## src/rtl/decode_stage.sv

```systemverilog
// Registered MIPS-style decode stage: control decode, valid/ready on both sides,
// load-use interlock, flush. Optional DECODE_ILLEGAL_TRAP_EN adds out_illegal.
`ifndef ALU_OP_ADD
`define ALU_OP_ADD 1
`define ALU_OP_SUB 2
`define ALU_OP_AND 3
`define ALU_OP_OR  4
`define ALU_OP_SLT 5
`endif

module decode_stage #(
  parameter int DATA_W   = 32,
  parameter int REG_AW   = 5,
  parameter int ALU_OP_W = 3,
  parameter int STALL_CW = 16
) (
  input  logic                clk,
  input  logic                rst_n,
  input  logic                flush,
  input  logic                in_valid,
  output logic                in_ready,
  input  logic [DATA_W-1:0]   in_ins,
  input  logic [DATA_W-1:0]   in_pc,
  output logic                out_valid,
  input  logic                out_ready,
  output logic [DATA_W-1:0]   out_pc,
  output logic [REG_AW-1:0]   out_rs,
  output logic [REG_AW-1:0]   out_rt,
  output logic [REG_AW-1:0]   out_wr_reg,
  output logic [DATA_W-1:0]   out_imm,
  output logic [25:0]         out_jtarget,
  output logic                out_reg_dst,
  output logic                out_alu_src,
  output logic                out_mem_to_reg,
  output logic                out_reg_write,
  output logic                out_mem_read,
  output logic                out_mem_write,
  output logic                out_branch,
  output logic                out_jmp,
  output logic [ALU_OP_W-1:0] out_alu_op,
`ifdef DECODE_ILLEGAL_TRAP_EN
  output logic                out_illegal,
`endif
  output logic [STALL_CW-1:0] stall_cnt
);

  // Handshake: a transfer happens on a side when its valid and ready are both
  // high at the rising edge; the output bundle is held while out_valid & !out_ready.
  logic [5:0]          w_op, w_funct;
  logic [REG_AW-1:0]   w_rs, w_rt, w_rd, w_wr_reg;
  logic                w_reg_dst, w_alu_src, w_mem_to_reg, w_reg_write;
  logic                w_mem_read, w_mem_write, w_branch, w_jmp;
  logic [ALU_OP_W-1:0] w_alu_op;
  logic                w_hazard, w_accept, w_src_match, w_unused_bits;
`ifdef DECODE_ILLEGAL_TRAP_EN
  logic                w_illegal, r_illegal;
`endif

  logic                r_valid;
  logic [DATA_W-1:0]   r_pc, r_imm;
  logic [REG_AW-1:0]   r_rs, r_rt, r_wr_reg;
  logic [25:0]         r_jtarget;
  logic [7:0]          r_ctrl;
  logic [ALU_OP_W-1:0] r_alu_op;
  logic [STALL_CW-1:0] r_stall_cnt;

  assign w_op          = in_ins[31:26];
  assign w_funct       = in_ins[5:0];
  assign w_rs          = REG_AW'(in_ins[25:21]);
  assign w_rt          = REG_AW'(in_ins[20:16]);
  assign w_rd          = REG_AW'(in_ins[15:11]);
  assign w_unused_bits = ^in_ins;

  always_comb begin
    w_reg_dst = 1'b0; w_alu_src = 1'b0; w_mem_to_reg = 1'b0; w_reg_write = 1'b0;
    w_mem_read = 1'b0; w_mem_write = 1'b0; w_branch = 1'b0; w_jmp = 1'b0;
    w_alu_op = '0;
`ifdef DECODE_ILLEGAL_TRAP_EN
    w_illegal = 1'b0;
`endif
    case (w_op)
      6'd0: begin
        case (w_funct)
          6'd32: w_alu_op = ALU_OP_W'(`ALU_OP_ADD);
          6'd34: w_alu_op = ALU_OP_W'(`ALU_OP_SUB);
          6'd36: w_alu_op = ALU_OP_W'(`ALU_OP_AND);
          6'd37: w_alu_op = ALU_OP_W'(`ALU_OP_OR);
          6'd42: w_alu_op = ALU_OP_W'(`ALU_OP_SLT);
          default: begin
`ifdef DECODE_ILLEGAL_TRAP_EN
            w_illegal = 1'b1;
`endif
          end
        endcase
        if (w_funct == 6'd32 || w_funct == 6'd34 || w_funct == 6'd36 ||
            w_funct == 6'd37 || w_funct == 6'd42) begin
          w_reg_dst   = 1'b1;
          w_reg_write = 1'b1;
        end
      end
      6'd8: begin
        w_alu_src = 1'b1; w_reg_write = 1'b1; w_alu_op = ALU_OP_W'(`ALU_OP_ADD);
      end
      6'd35: begin
        w_alu_src = 1'b1; w_mem_to_reg = 1'b1; w_reg_write = 1'b1; w_mem_read = 1'b1;
        w_alu_op = ALU_OP_W'(`ALU_OP_ADD);
      end
      6'd43: begin
        w_alu_src = 1'b1; w_mem_write = 1'b1; w_alu_op = ALU_OP_W'(`ALU_OP_ADD);
      end
      6'd4: begin
        w_branch = 1'b1; w_alu_op = ALU_OP_W'(`ALU_OP_SUB);
      end
      6'd2: w_jmp = 1'b1;
      default: begin
`ifdef DECODE_ILLEGAL_TRAP_EN
        w_illegal = 1'b1;
`endif
      end
    endcase
  end

  assign w_wr_reg = w_reg_dst ? w_rd : w_rt;

  // rt is only a true source for R-type, sw and beq; for addi/lw it is the destination.
  assign w_src_match = (w_rs == r_wr_reg) ||
                       ((w_rt == r_wr_reg) && (w_op == 6'd0 || w_op == 6'd43 || w_op == 6'd4));
  assign w_hazard = in_valid && r_valid && r_ctrl[3] && (r_wr_reg != '0) && w_src_match;
  assign in_ready = flush || ((!r_valid || out_ready) && !w_hazard);
  assign w_accept = in_valid && in_ready && !flush;

  always_ff @(posedge clk or negedge rst_n) begin
    if (!rst_n) begin
      r_valid <= 1'b0; r_pc <= '0; r_imm <= '0; r_rs <= '0; r_rt <= '0;
      r_wr_reg <= '0; r_jtarget <= '0; r_ctrl <= '0; r_alu_op <= '0;
      r_stall_cnt <= '0;
`ifdef DECODE_ILLEGAL_TRAP_EN
      r_illegal <= 1'b0;
`endif
    end else begin
      if (flush) begin
        r_valid <= 1'b0;
      end else if (w_accept) begin
        r_valid   <= 1'b1;
        r_pc      <= in_pc;
        r_imm     <= {{(DATA_W-16){in_ins[15]}}, in_ins[15:0]};
        r_rs      <= w_rs;
        r_rt      <= w_rt;
        r_wr_reg  <= w_wr_reg;
        r_jtarget <= in_ins[25:0];
        r_ctrl    <= {w_reg_dst, w_alu_src, w_mem_to_reg, w_reg_write,
                      w_mem_read, w_mem_write, w_branch, w_jmp};
        r_alu_op  <= w_alu_op;
`ifdef DECODE_ILLEGAL_TRAP_EN
        r_illegal <= w_illegal;
`endif
      end else if (out_ready) begin
        r_valid <= 1'b0;
      end
      if (!flush && w_hazard && out_ready && (r_stall_cnt != '1))
        r_stall_cnt <= r_stall_cnt + 1'b1;
    end
  end

  assign out_valid      = r_valid;
  assign out_pc         = r_pc;
  assign out_rs         = r_rs;
  assign out_rt         = r_rt;
  assign out_wr_reg     = r_wr_reg;
  assign out_imm        = r_imm;
  assign out_jtarget    = r_jtarget;
  assign out_reg_dst    = r_ctrl[7];
  assign out_alu_src    = r_ctrl[6];
  assign out_mem_to_reg = r_ctrl[5];
  assign out_reg_write  = r_ctrl[4];
  assign out_mem_read   = r_ctrl[3];
  assign out_mem_write  = r_ctrl[2];
  assign out_branch     = r_ctrl[1];
  assign out_jmp        = r_ctrl[0];
  assign out_alu_op     = r_alu_op;
  assign stall_cnt      = r_stall_cnt;
`ifdef DECODE_ILLEGAL_TRAP_EN
  assign out_illegal    = r_illegal;
`endif

endmodule

```

## config.mk

```make
export PLATFORM = sky130hd
export DESIGN_NAME = decode_stage
export DESIGN_NICKNAME = d
export VERILOG_FILES = /design/src/rtl/decode_stage.sv
export SDC_FILE = /design/constraint.sdc
export NUM_CORES = 1
export LEC_CHECK = 0
export BUFFER_PORTS_ARGS = -buffer_cell sky130_fd_sc_hd__buf_4
export CELL_PAD_IN_SITES_DETAIL_PLACEMENT = 0
export CELL_PAD_IN_SITES_GLOBAL_PLACEMENT = 1
export CORE_UTILIZATION = 31
export DETAILED_ROUTE_END_ITERATION = 8
export PLACE_DENSITY_LB_ADDON = 0.2
export SLEW_MARGIN = 10
export SYNTH_ARGS = -nofsm -noshare
export SYNTH_HDL_FRONTEND = slang
export SYNTH_SLANG_ARGS = --single-unit
```

## constraint.sdc

```tcl
create_clock -name clk -period 2 [get_ports clk]
set_input_delay 0.5 -clock clk [delete_from_list [all_inputs] [get_ports clk]]
set_output_delay 0.5 -clock clk [all_outputs]
set_load 0.01 [all_outputs]
```

# After elaboration in Yosys (flattened, before gate mapping)
# Index checks and enable logic that the tools add are counted.
[totals]
rom_bits = 0
ff_bits = 117
elab_cells = 68
out_inout_bits = 134
memories = 0
latch_bits = 0
in_bits = 69
ramBits = 0
[classes]
div = 0
eq_ne = 13
order_cmp = 0
n_reduce_logical = 29
shifts = 0
multipliers = 0
muxes = 14
n_bitwise = 1
n_addsub = 1
[ops]
columns = ["op", "count"]
rows = [
  ["6-bit == test (second input constant)", 7],
  ["16-bit by 1-bit adder with 16-bit output (second input constant)", 1],
  ["16-bit != test (second input constant)", 1],
  ["3-bit case mux with 5 select lines", 1],
  ["1-bit logical AND", 11],
  ["5-bit == test", 2],
  ["1-bit two-way mux", 10],
  ["1-bit logical OR", 9],
  ["3-bit case mux with 3 select lines", 1],
  ["6-bit by 2-bit == test with 1-bit output (second input constant)", 1],
  ["6-bit by 3-bit == test with 1-bit output (second input constant)", 1],
  ["6-bit by 4-bit == test with 1-bit output (second input constant)", 1],
  ["6-bit zero test", 1],
  ["5-bit two-way mux", 1],
  ["5-bit nonzero test", 1],
  ["1-bit zero test", 3],
  ["3-bit nonzero test", 1],
  ["3-bit OR reduction", 1],
  ["1-bit case mux with 2 select lines", 1],
  ["2-bit AND reduction", 1],
  ["2-bit OR reduction", 1],
  ["1-bit inverter", 1],
]

# Longest topological paths before layout
# Gate-level depths: netlist of the first run.
[depth]
ltp_word = 13
mapped_depth = 8

# Worst setup path after synthesis of the first run
# No wires, ideal clock.
[synth_timing]
path_type = "reg-to-output"
start = "register r_wr_reg[0], in the netlist out_wr_reg[0]"
end = "output port in_ready"
t_arrival_ns = 1.748
path_stages_with_launch = 7
slack_ns = -0.248
path_cell_list = "dfrtp_1 or4_1 o2111ai_1 nand4b_1 nand2_1 buf_2 nor2_1"
[synth_between]
elab_chain_cells = 7
[synth_rtl]
columns = ["element", "line", "rtl"]
rows = [
  ["from (decl)", "61", "logic [REG_AW-1:0] r_rs, r_rt, r_wr_reg;"],
  ["from (signal assigned)", "149", "r_wr_reg <= w_wr_reg;"],
  ["5-bit == test", "127", "((w_rt == r_wr_reg) && (w_op == 6'd0 || w_op == 6'd43 || w_op == 6'd4));"],
  ["1-bit logical AND", "127", ""],
  ["1-bit logical OR", "126", "assign w_src_match = (w_rs == r_wr_reg) ||"],
  ["1-bit logical AND *", "128", "assign w_hazard = in_valid && r_valid && r_ctrl[3] && (r_wr_reg != '0) && w_src_match;"],
  ["1-bit zero test *", "129", "assign in_ready = flush || ((!r_valid || out_ready) && !w_hazard);"],
  ["1-bit logical AND *", "129", ""],
  ["1-bit logical OR *", "129", ""],
  ["to (decl)", "21", "output logic in_ready,"],
]
# Mark *: on every way between the ends. The rest lies on a longest branch, timed or not.

# Final worst setup path of the first run
# Ends and elaborated chain as after synthesis.

==> results.cfg, run 1 <==
[run_status]
status = finished with violations
violations = setup timing

[synth]
async_flop_share_pct = 100.0
yosysTopAreaCell = dfrtp_1
netlist_area_um2 = 4213
synthesis.nets = 420
synth_cells = 350
synth_ff_type = dfrtp_1
synth-seq-cells = 90
synthMostInstantiatedCell = dfrtp_1
ys_top_cells_by_count = dfrtp_1 (90), mux2_2 (61), buf_4 (43)
synth_area_leaders = dfrtp_1 (53%), mux2_2 (16%), buf_4 (7.7%)
ys_warn_count = 0
seq_area_frac_synth_pct = 53.46
synth.avg_cell_area_um2 = 12.04
synth_top_cell_area_share_pct = 53.46
synth_edf_count = 0
synth_cell_type_count = 37

[critical_path]
critPathBufInv = 1
worstRegToRegCells = 8
crit_path_cell_trace = or4_4 -> o2111ai_4 -> nand4b_1 -> nand2_2 -> nor2_4 -> buf_6
crit_fanout = 2
slowest_delay_ns = 0.54
slowest_stage = or4_4
cp.arrival_ns = 1.98
start_kind = register
worstPathRequired_ns = 1.50
critical_path_class = reg2out
regToRegStartpoint = out_wr_reg[0]
r2r_slack_ns = -0.34
endpoint_kind = output port
timing.rr.end = out_pc[3]
path_delay_family = simple AND/OR/NAND/NOR gates

[routing]
route.detailed.drc = 0
wl_per_cell_um = 15.58
ant_nets = 0
dr.pass1.iters = 4
drt-vias-per-instance = 4.534
drt_wl_total_mm = 11.81
vias = 3437
drt_iter0_drc = 73

[die]
rows = 42
die_area_um2 = 14060
initial_utilization_pct = 31.81
core_area_um2 = 13240
die_w_um = 118.6
ioPinCount = 203
dieHeight_um = 118.6

[place]
dp.cells = 721
dpl_cell_area_um2 = 5995
port_buffers = 202
gp_congestion = 0.7651
hpwl_mm = 8.614

[global_route]
grt_pass1_wl_mm = 19.06
grt_pass1_vias = 3569
grt_overflow_total = 0
track_usage_pct = 17.60
grt_max_degree = 37
antenna_found_initial = 0

[timing]
setup_ws_ns = -0.4826
fin_crit_sh_pct = 124.1
rsz0062_at_grt = yes
fin_skew_ns = 0.007869
worstMarginPinSlew_ns = 0.6619
holdWs_ns = 0.1147
setup_viol = 91
max_freq_mhz = 402.8
finalMaxSlewViolations = 0
timing.setup.tns_ns = -24.90
relSlewSlack_pct = 55.87
period_needed_ns = 2.483
final-hold-violation-count = 0

[cells_and_area]
utilization_pct = 52.11
diodes = 0
regArea_um2 = 2255
nets = 647
fillers = 1207
final_area_um2 = 6900
largest_register_ffs = 32
stdcell_count = 758
areaGrowthSynthToFinish_pct = 63.80
multiInputGateArea_um2 = 1768
drive_above_1_share_pct = 65.98

[power_and_ir_drop]
p_comb_share_pct = 26.5
power.density_nw_per_um2 = 824.6
ir_worst_vdd_mv = 0.5564
clkPwrFrac_pct = 34.3
p_switching_mw = 1.511
p_int_mw = 4.179
swShare_pct = 26.56
p_leak_nw = 3.385
p_seq_share_pct = 39.2

[cts]
h-tree-depth = 3
root_buffer = clkbuf_16
clkLatencyLatePin_ns = 0.34
cts_sinks = 90
cts_buffer_depth = 2
cts_tree = done
clk_pin_slew_ns = 0.07
numCtsBuffers = 9
cts_hold_buf = 0

[worst_hold_path]
min_path_type = in2async

[run]
drv_cap = 0
-- worst max path at each step --
stage | endpoint | from | cells after the start
floorplan | in_ready | out_wr_reg[0] | 6
global placement | stall_cnt[11] | in_ins[29] | 7
detailed placement | stall_cnt[13] | in_ins[29] | 7
CTS | in_ready | out_wr_reg[0] | 6
global route | in_ready | out_wr_reg[0] | 6
finish | in_ready | out_wr_reg[0] | 6
-- kinds of logic (layout without fill, tap and decap cells) --
| family | count (synthesis) | after routing | synth area share, % |
|---|---|---|---|
| buf+inv | 56 | 288 | 9.118 |
| fa+ha+maj | 1 | 1 | 0.2970 |
| flops | 90 | 90 | 53.46 |
| compound gates | 26 | 26 | 3.683 |
| xor+xnor | 25 | 25 | 5.198 |
| mux | 67 | 67 | 17.73 |
| simple gates | 85 | 85 | 10.51 |
-- metrics by stage --
stage / total power, mW / setup slack [ns]
6_report: 5.690 / -0.4826
3_3_place_gp: 3.615 / -0.4843
2_1_floorplan: 2.949 / -0.1487
5_1_grt: 5.949 / -0.5815
4_1_cts: 5.763 / -0.5025
3_5_place_dp: 3.644 / -0.4914
-- cells in the final DEF, fill, tap and decap left out, types with 3 or more instances in the layout --
cell	count
mux2_2	55
buf_12	6
nand2b_1	3
o21ai_2	9
buf_6	10
buf_4	239
nand4_1	4
nand2_2	7
o21ai_1	5
nor4_1	4
xnor2_1	13
nor2_1	13
xor2_1	11
buf_8	7
buf_16	6
nand2_4	6
inv_1	3
or4_4	3
clkbuf_16	9
nand2_1	15
nand3_2	3
bufinv_16	3
mux2i_1	6
dfrtp_1	88
nand3_1	9
o21ai_0	4
mux2_4	6
-- routing by layer --
metal	GRT usage, %	part of all wire, %	up-vias
met5	0	0	-
met4	6.883	1.7	0
met3	4.875	6.7	12
met2	29.53	50	121
met1	21.34	42	1675
li1	-	-	1629
-- cell type report --
cell class / count / area share, %
clock buffers: 10 / 3.318
flip-flops and latches: 90 / 32.67
repair buffers: 269 / 33.36
clock inverters: 6 / 1.668
multi-input cells: 204 / 25.62
inverters: 3 / 0.1632
well taps: 176 / 3.191
-- power by group through the flow --
stage	Sequential, mW	Combinational [mW]	Clock [mW]
after floorplan	2.34	0.610	0
after detailed placement	2.26	1.39	0
final	2.23	1.51	1.95
after CTS	2.23	1.52	2.01
after global placement	2.24	1.38	0
after global routing	2.27	1.62	2.06
-- timing repair --
action                                  in CTS  in global routing
endpoints found under the setup margin      91                 91
endpoints found under the hold margin        0                  0
setup buffers                               13                  3
resized for setup                           54                 29
cloned                                       9                  0
pin swaps                                   11                  6
No activity file was read; power rests on OpenSTA's default activity.
==> inputs of run 2 (changes only) <==
--- a/config.mk
+++ b/config.mk
@@ -8,10 +8,11 @@
 export BUFFER_PORTS_ARGS = -buffer_cell sky130_fd_sc_hd__buf_4
 export CELL_PAD_IN_SITES_DETAIL_PLACEMENT = 0
 export CELL_PAD_IN_SITES_GLOBAL_PLACEMENT = 1
-export CORE_UTILIZATION = 31
+export CORE_UTILIZATION = 35
 export DETAILED_ROUTE_END_ITERATION = 8
+export GPL_TIMING_DRIVEN = 0
 export PLACE_DENSITY_LB_ADDON = 0.2
-export SLEW_MARGIN = 10
+export SLEW_MARGIN = 20
 export SYNTH_ARGS = -nofsm -noshare
 export SYNTH_HDL_FRONTEND = slang
 export SYNTH_SLANG_ARGS = --single-unit
==> constraint.sdc (replaced) <==
create_clock -name clk -period 2.5 [get_ports clk]
set_input_delay 0.625 -clock clk [delete_from_list [all_inputs] [get_ports clk]]
set_output_delay 0.625 -clock clk [all_outputs]
set_load 0.01 [all_outputs]
==> results.cfg, run 2 (synthesized netlist as in run 1, its figures left out) <==
[critical_path]
slowest_delay_ns = 0.53
start_kind = register
path_delay_family = simple AND/OR/NAND/NOR gates
cp.arrival_ns = 2.05
crit_fanout = 2
worstPathRequired_ns = 1.88
crit_path_frequent_cell = buf_6
critPathBufInv = 2
crit_path_cell_trace = or4_4 -> o2111ai_2 -> nand4b_1 -> nand2_2 -> buf_6 -> nor2_4 -> buf_6
slowest_stage = or4_4
endpoint_kind = output port
critical_path_class = reg2out

[cts]
cts_hold_buf = 0
root_buffer = clkbuf_16
clk_pin_slew_ns = 0.06
numCtsBuffers = 9
cts_buffer_depth = 2
cts_sinks = 90
h-tree-depth = 3
cts_tree = done
clkLatencyLatePin_ns = 0.34

[timing]
rsz0062_at_grt = yes
setup_viol = 2
setup_ws_ns = -0.1739
max_freq_mhz = 374.0
period_needed_ns = 2.674
relSlewSlack_pct = 45.67
fin_skew_ns = 0.009654
fin_crit_sh_pct = 107.0
finalMaxSlewViolations = 0
final-hold-violation-count = 0
worstMarginPinSlew_ns = 0.8150

[routing]
ant_nets = 0
drt_iter0_drc = 120
drt-vias-per-instance = 4.635
dr.pass1.iters = 6
vias = 3356
drt_wl_total_mm = 11.10
route.detailed.drc = 13
wl_per_cell_um = 15.34

[place]
dpl_cell_area_um2 = 5912
dp.cells = 695
gp_congestion = 0.7560
preCtsSetupSlack_ns = -0.3389
port_buffers = 202
hpwl_mm = 8.249

[power_and_ir_drop]
power_mw = 4.408
ir_worst_vdd_mv = 0.4038
power.density_nw_per_um2 = 691.3
p_leak_nw = 3.161

[die]
die_w_um = 111.7
ioPinCount = 203
core_area_um2 = 11560
rows = 39
die_area_um2 = 12480
dieHeight_um = 111.7
initial_utilization_pct = 36.43

[cells_and_area]
fillers = 1042
nets = 646
largest_register_ffs = 32
layout_commonest_cell = buf_4
layout_common_cells = buf_4 (252), dfrtp_1 (87), mux2_2 (60)
utilization_pct = 55.14
multiInputGateArea_um2 = 1600
drive_above_1_share_pct = 61.62
final_area_um2 = 6377
areaGrowthSynthToFinish_pct = 51.38
diodes = 0
regArea_um2 = 2256
stdcell_count = 724

[global_route]
grt_overflow_total = 0
grt_pass1_wl_mm = 17.54
grt_pass1_vias = 3412
antenna_found_initial = 0
grt_max_degree = 91
track_usage_pct = 18.25

[run_status]
status = finished with violations
violations = DRC, setup timing

[worst_hold_path]
min_path_type = in2async

[run]
drv_cap = 0
==> run 2: cell count changes in the layout (fill, tap and decap cells not counted), sizes merged <==
cell      change
buf           -2
bufinv        -2
clkbuf        +3
clkinv        -1
clkinvlp      +1
==> run 2: final cells by class <==
type	count	share of cell area, %
tap	143	2.806
clock inverter	4	0.7848
multi-input combinational	204	25.09
clock buffer	12	4.022
sequential	90	35.37
inverter	3	0.1766
buffer	53	6.023
timing repair buffer	215	25.72
==> run 2: report_power, final <==
group          switching (mW)  total (mW)  internal, mW
combinational           0.471        1.23         0.757
clock                   0.569        1.40         0.828
sequential              0.144        1.78          1.64
==> run 2: metal layers <==
| metal | GRT usage (%) | share of wire, % | wire length (µm) |
|---|---|---|---|
| met5 | 0 | 0 | 0 |
| met4 | 6.937 | 1.2 | 134 |
| met3 | 5.879 | 7.1 | 793 |
| met2 | 29.73 | 48 | 5350 |
| met1 | 22.52 | 43 | 4825 |
==> run 2: what timing repair did <==
action / CTS / global route
setup buffers: 13 / 3
pin swaps: 4 / 2
endpoints found under the hold margin: 0 / 0
setup endpoints to repair: 1 / 14
resized for setup: 16 / 7
cloned: 0 / 0
==> run 2: path summary, 6_finish.rpt <==
kind	start	to	slack [ns]	cells past startpoint
min reg2reg	r_ctrl[4]	r_ctrl[4]	0.50	1
min in group clk	flush	out_valid	0.49	2
min	rst_n	out_imm[10]	0.35	1
max	out_wr_reg[3]	in_ready	-0.17	7
max reg2reg	out_wr_reg[3]	stall_cnt[12]	-0.05	12
max in group asynchronous	rst_n	out_wr_reg[0]	1.56	1
==> run 2: metrics by stage <==
| step | hold WS (ns) | setup TNS (ns) |
|---|---|---|
| after floorplan | 0.3294 | 0 |
| after global placement | 0.4679 | -8.280 |
| after detailed placement | 0.4864 | -8.926 |
| after CTS | 0.3951 | -0.3041 |
| after global routing | 0.4172 | -0.3862 |
| final | 0.3518 | -0.2253 |
==> run 2: worst register-to-register path, cell delays in order (launching register included) <==
cell	delay, ns
dfrtp_2	0.40
or4_4	0.53
o2111ai_2	0.19
nand4b_1	0.19
nand2_2	0.09
buf_4	0.14
buf_6	0.10
buf_6	0.10
buf_6	0.10
buf_6	0.10
buf_6	0.10
nand4_1	0.09
mux2_4	0.31
==> inputs of run 3 (changes only) <==
--- a/config.mk
+++ b/config.mk
@@ -6,9 +6,10 @@
 export NUM_CORES = 1
 export LEC_CHECK = 0
 export BUFFER_PORTS_ARGS = -buffer_cell sky130_fd_sc_hd__buf_4
-export CELL_PAD_IN_SITES_DETAIL_PLACEMENT = 0
+export CELL_PAD_IN_SITES_DETAIL_PLACEMENT = 1
 export CELL_PAD_IN_SITES_GLOBAL_PLACEMENT = 1
 export CORE_UTILIZATION = 35
+export CTS_CLUSTER_DIAMETER = 60
 export DETAILED_ROUTE_END_ITERATION = 8
 export GPL_TIMING_DRIVEN = 0
 export PLACE_DENSITY_LB_ADDON = 0.2
==> results.cfg, run 3 (synthesized netlist as in run 1, its figures left out) <==
[global_route]
grt_pass1_vias = 3843
grt_max_degree = 91
grt_overflow_total = 0
grt_pass1_wl_mm = 19.95
antenna_found_initial = 0
track_usage_pct = 20.72

[cells_and_area]
nets = 647
layout_commonest_cell = buf_4
fillers = 1247
layout_common_cells = buf_4 (252), dfrtp_1 (87), mux2_2 (60)
largest_register_ffs = 32
areaGrowthSynthToFinish_pct = 52.39
drive_above_1_share_pct = 61.86
utilization_pct = 55.51
diodes = 0

[timing]
fin_skew_ns = 0.009637
setup_viol = 2
final-hold-violation-count = 0
fin_crit_sh_pct = 109.4
setup_ws_ns = -0.2349
finalMaxSlewViolations = 0
timing.setup.tns_ns = -0.4516
max_freq_mhz = 365.6
period_needed_ns = 2.735
relSlewSlack_pct = 42.93
worstMarginPinSlew_ns = 0.8560
rsz0062_at_grt = yes

[power_and_ir_drop]
p_leak_nw = 3.176
power.density_nw_per_um2 = 692.0
ir_worst_vdd_mv = 0.4590

[cts]
numCtsBuffers = 9
cts_tree = done
clk_pin_slew_ns = 0.07
root_buffer = clkbuf_16
cts_sinks = 90
cts_hold_buf = 0
h-tree-depth = 3
cts_buffer_depth = 2
clkLatencyLatePin_ns = 0.35

[critical_path]
endpoint_kind = output port
slowest_delay_ns = 0.53
critical_path_class = reg2out
worstPathRequired_ns = 1.88
start_kind = register
crit_path_cell_trace = or4_4 -> o2111ai_4 -> nand4b_1 -> nand2_2 -> buf_6 -> nor2_4 -> buf_6
r2r_slack_ns = -0.22
crit_path_frequent_cell = buf_6
cp.arrival_ns = 2.11
slowest_stage = or4_4
crit_fanout = 2

[run_status]
violations = DRC, setup timing
status = finished with violations

[routing]
drt-vias-per-instance = 4.772
wl_per_cell_um = 17.17
drt_wl_total_mm = 12.45
route.detailed.drc = 13
ant_nets = 0
drt_iter0_drc = 102
vias = 3460
dr.pass1.iters = 6

[die]
core_area_um2 = 11560
ioPinCount = 203
die_area_um2 = 12480
initial_utilization_pct = 36.43
die_w_um = 111.7
rows = 39
dieHeight_um = 111.7

[place]
hpwl_mm = 9.096
port_buffers = 202
gp_congestion = 0.7560

[run]
drv_cap = 0

[worst_hold_path]
min_path_type = in2async
==> run 3: cell count changes in the layout (fill, tap and decap cells not counted), sizes merged <==
cell,delta
buf,-4
clkbuf,+4
inv,+1
==> run 3: routing by layer <==
layer	track usage [%]	vias up	wire length, µm
li1	-	1619	-
met4	7.568	0	193
met2	35.78	134	6313
met5	0	-	0
met1	24.03	1694	4993
met3	6.641	13	948
==> run 3: timing repair <==
action / in CTS / in global routing
setup endpoints to repair: 1 / 54
pin swaps: 4 / 2
setup buffers: 12 / 2
resized for setup: 17 / 13
==> run 3: worst max-delay path: cells and delay by family, from the launching register on <==
kind	cells	cell delay, ns
flip-flops	1	0.42
AO/OA/AOI/OAI	1	0.19
AND/OR/NAND/NOR	4	0.91
buffers and inverters	2	0.23
==> run 3: per-stage QoR <==
stage	setup WS [ns]	hold WS [ns]	instance area (µm²)	power, mW	instances
after floorplan	0.09871	0.3294	4213	2.346	350
after CTS	-0.2558	0.3936	6364	4.490	723
after global placement	-0.3166	0.4679	5908	3.000	695
after global routing	-0.3154	0.4054	6420	4.659	725
final	-0.2349	0.3352	6420	4.442	725
after detailed placement	-0.3670	0.4892	5912	3.045	695
==> run 3: area by class of cell <==
| cell class | instances | area (µm²) | area share, % |
|---|---|---|---|
| flip-flops and latches | 90 | 2256 | 35.14 |
| repair buffers | 216 | 1652 | 25.73 |
| multi-input cells | 204 | 1614 | 25.14 |
| plain buffers | 53 | 402.9 | 6.276 |
| clock buffers | 11 | 242.7 | 3.781 |
| well taps | 143 | 178.9 | 2.787 |
| clock inverters | 5 | 62.56 | 0.9745 |
| inverters | 3 | 11.26 | 0.1754 |
==> run 3: worst paths after layout <==
| check | start | end | depth (start not counted) |
|---|---|---|---|
| max | out_wr_reg[0] | in_ready | 7 |
| max reg2reg | out_wr_reg[0] | stall_cnt[12] | 13 |
| max in group asynchronous | rst_n | out_wr_reg[3] | 1 |
| min reg2reg | r_ctrl[4] | r_ctrl[4] | 1 |
| min in group clk | flush | out_valid | 2 |
| min | rst_n | out_imm[10] | 1 |
==> run 3: power by group <==
part	leakage [nW]	switching, mW	total, mW	internal (mW)
clock	0.142	0.597	1.41	0.808
combinational	1.92	0.491	1.25	0.761
sequential	1.12	0.146	1.78	1.64
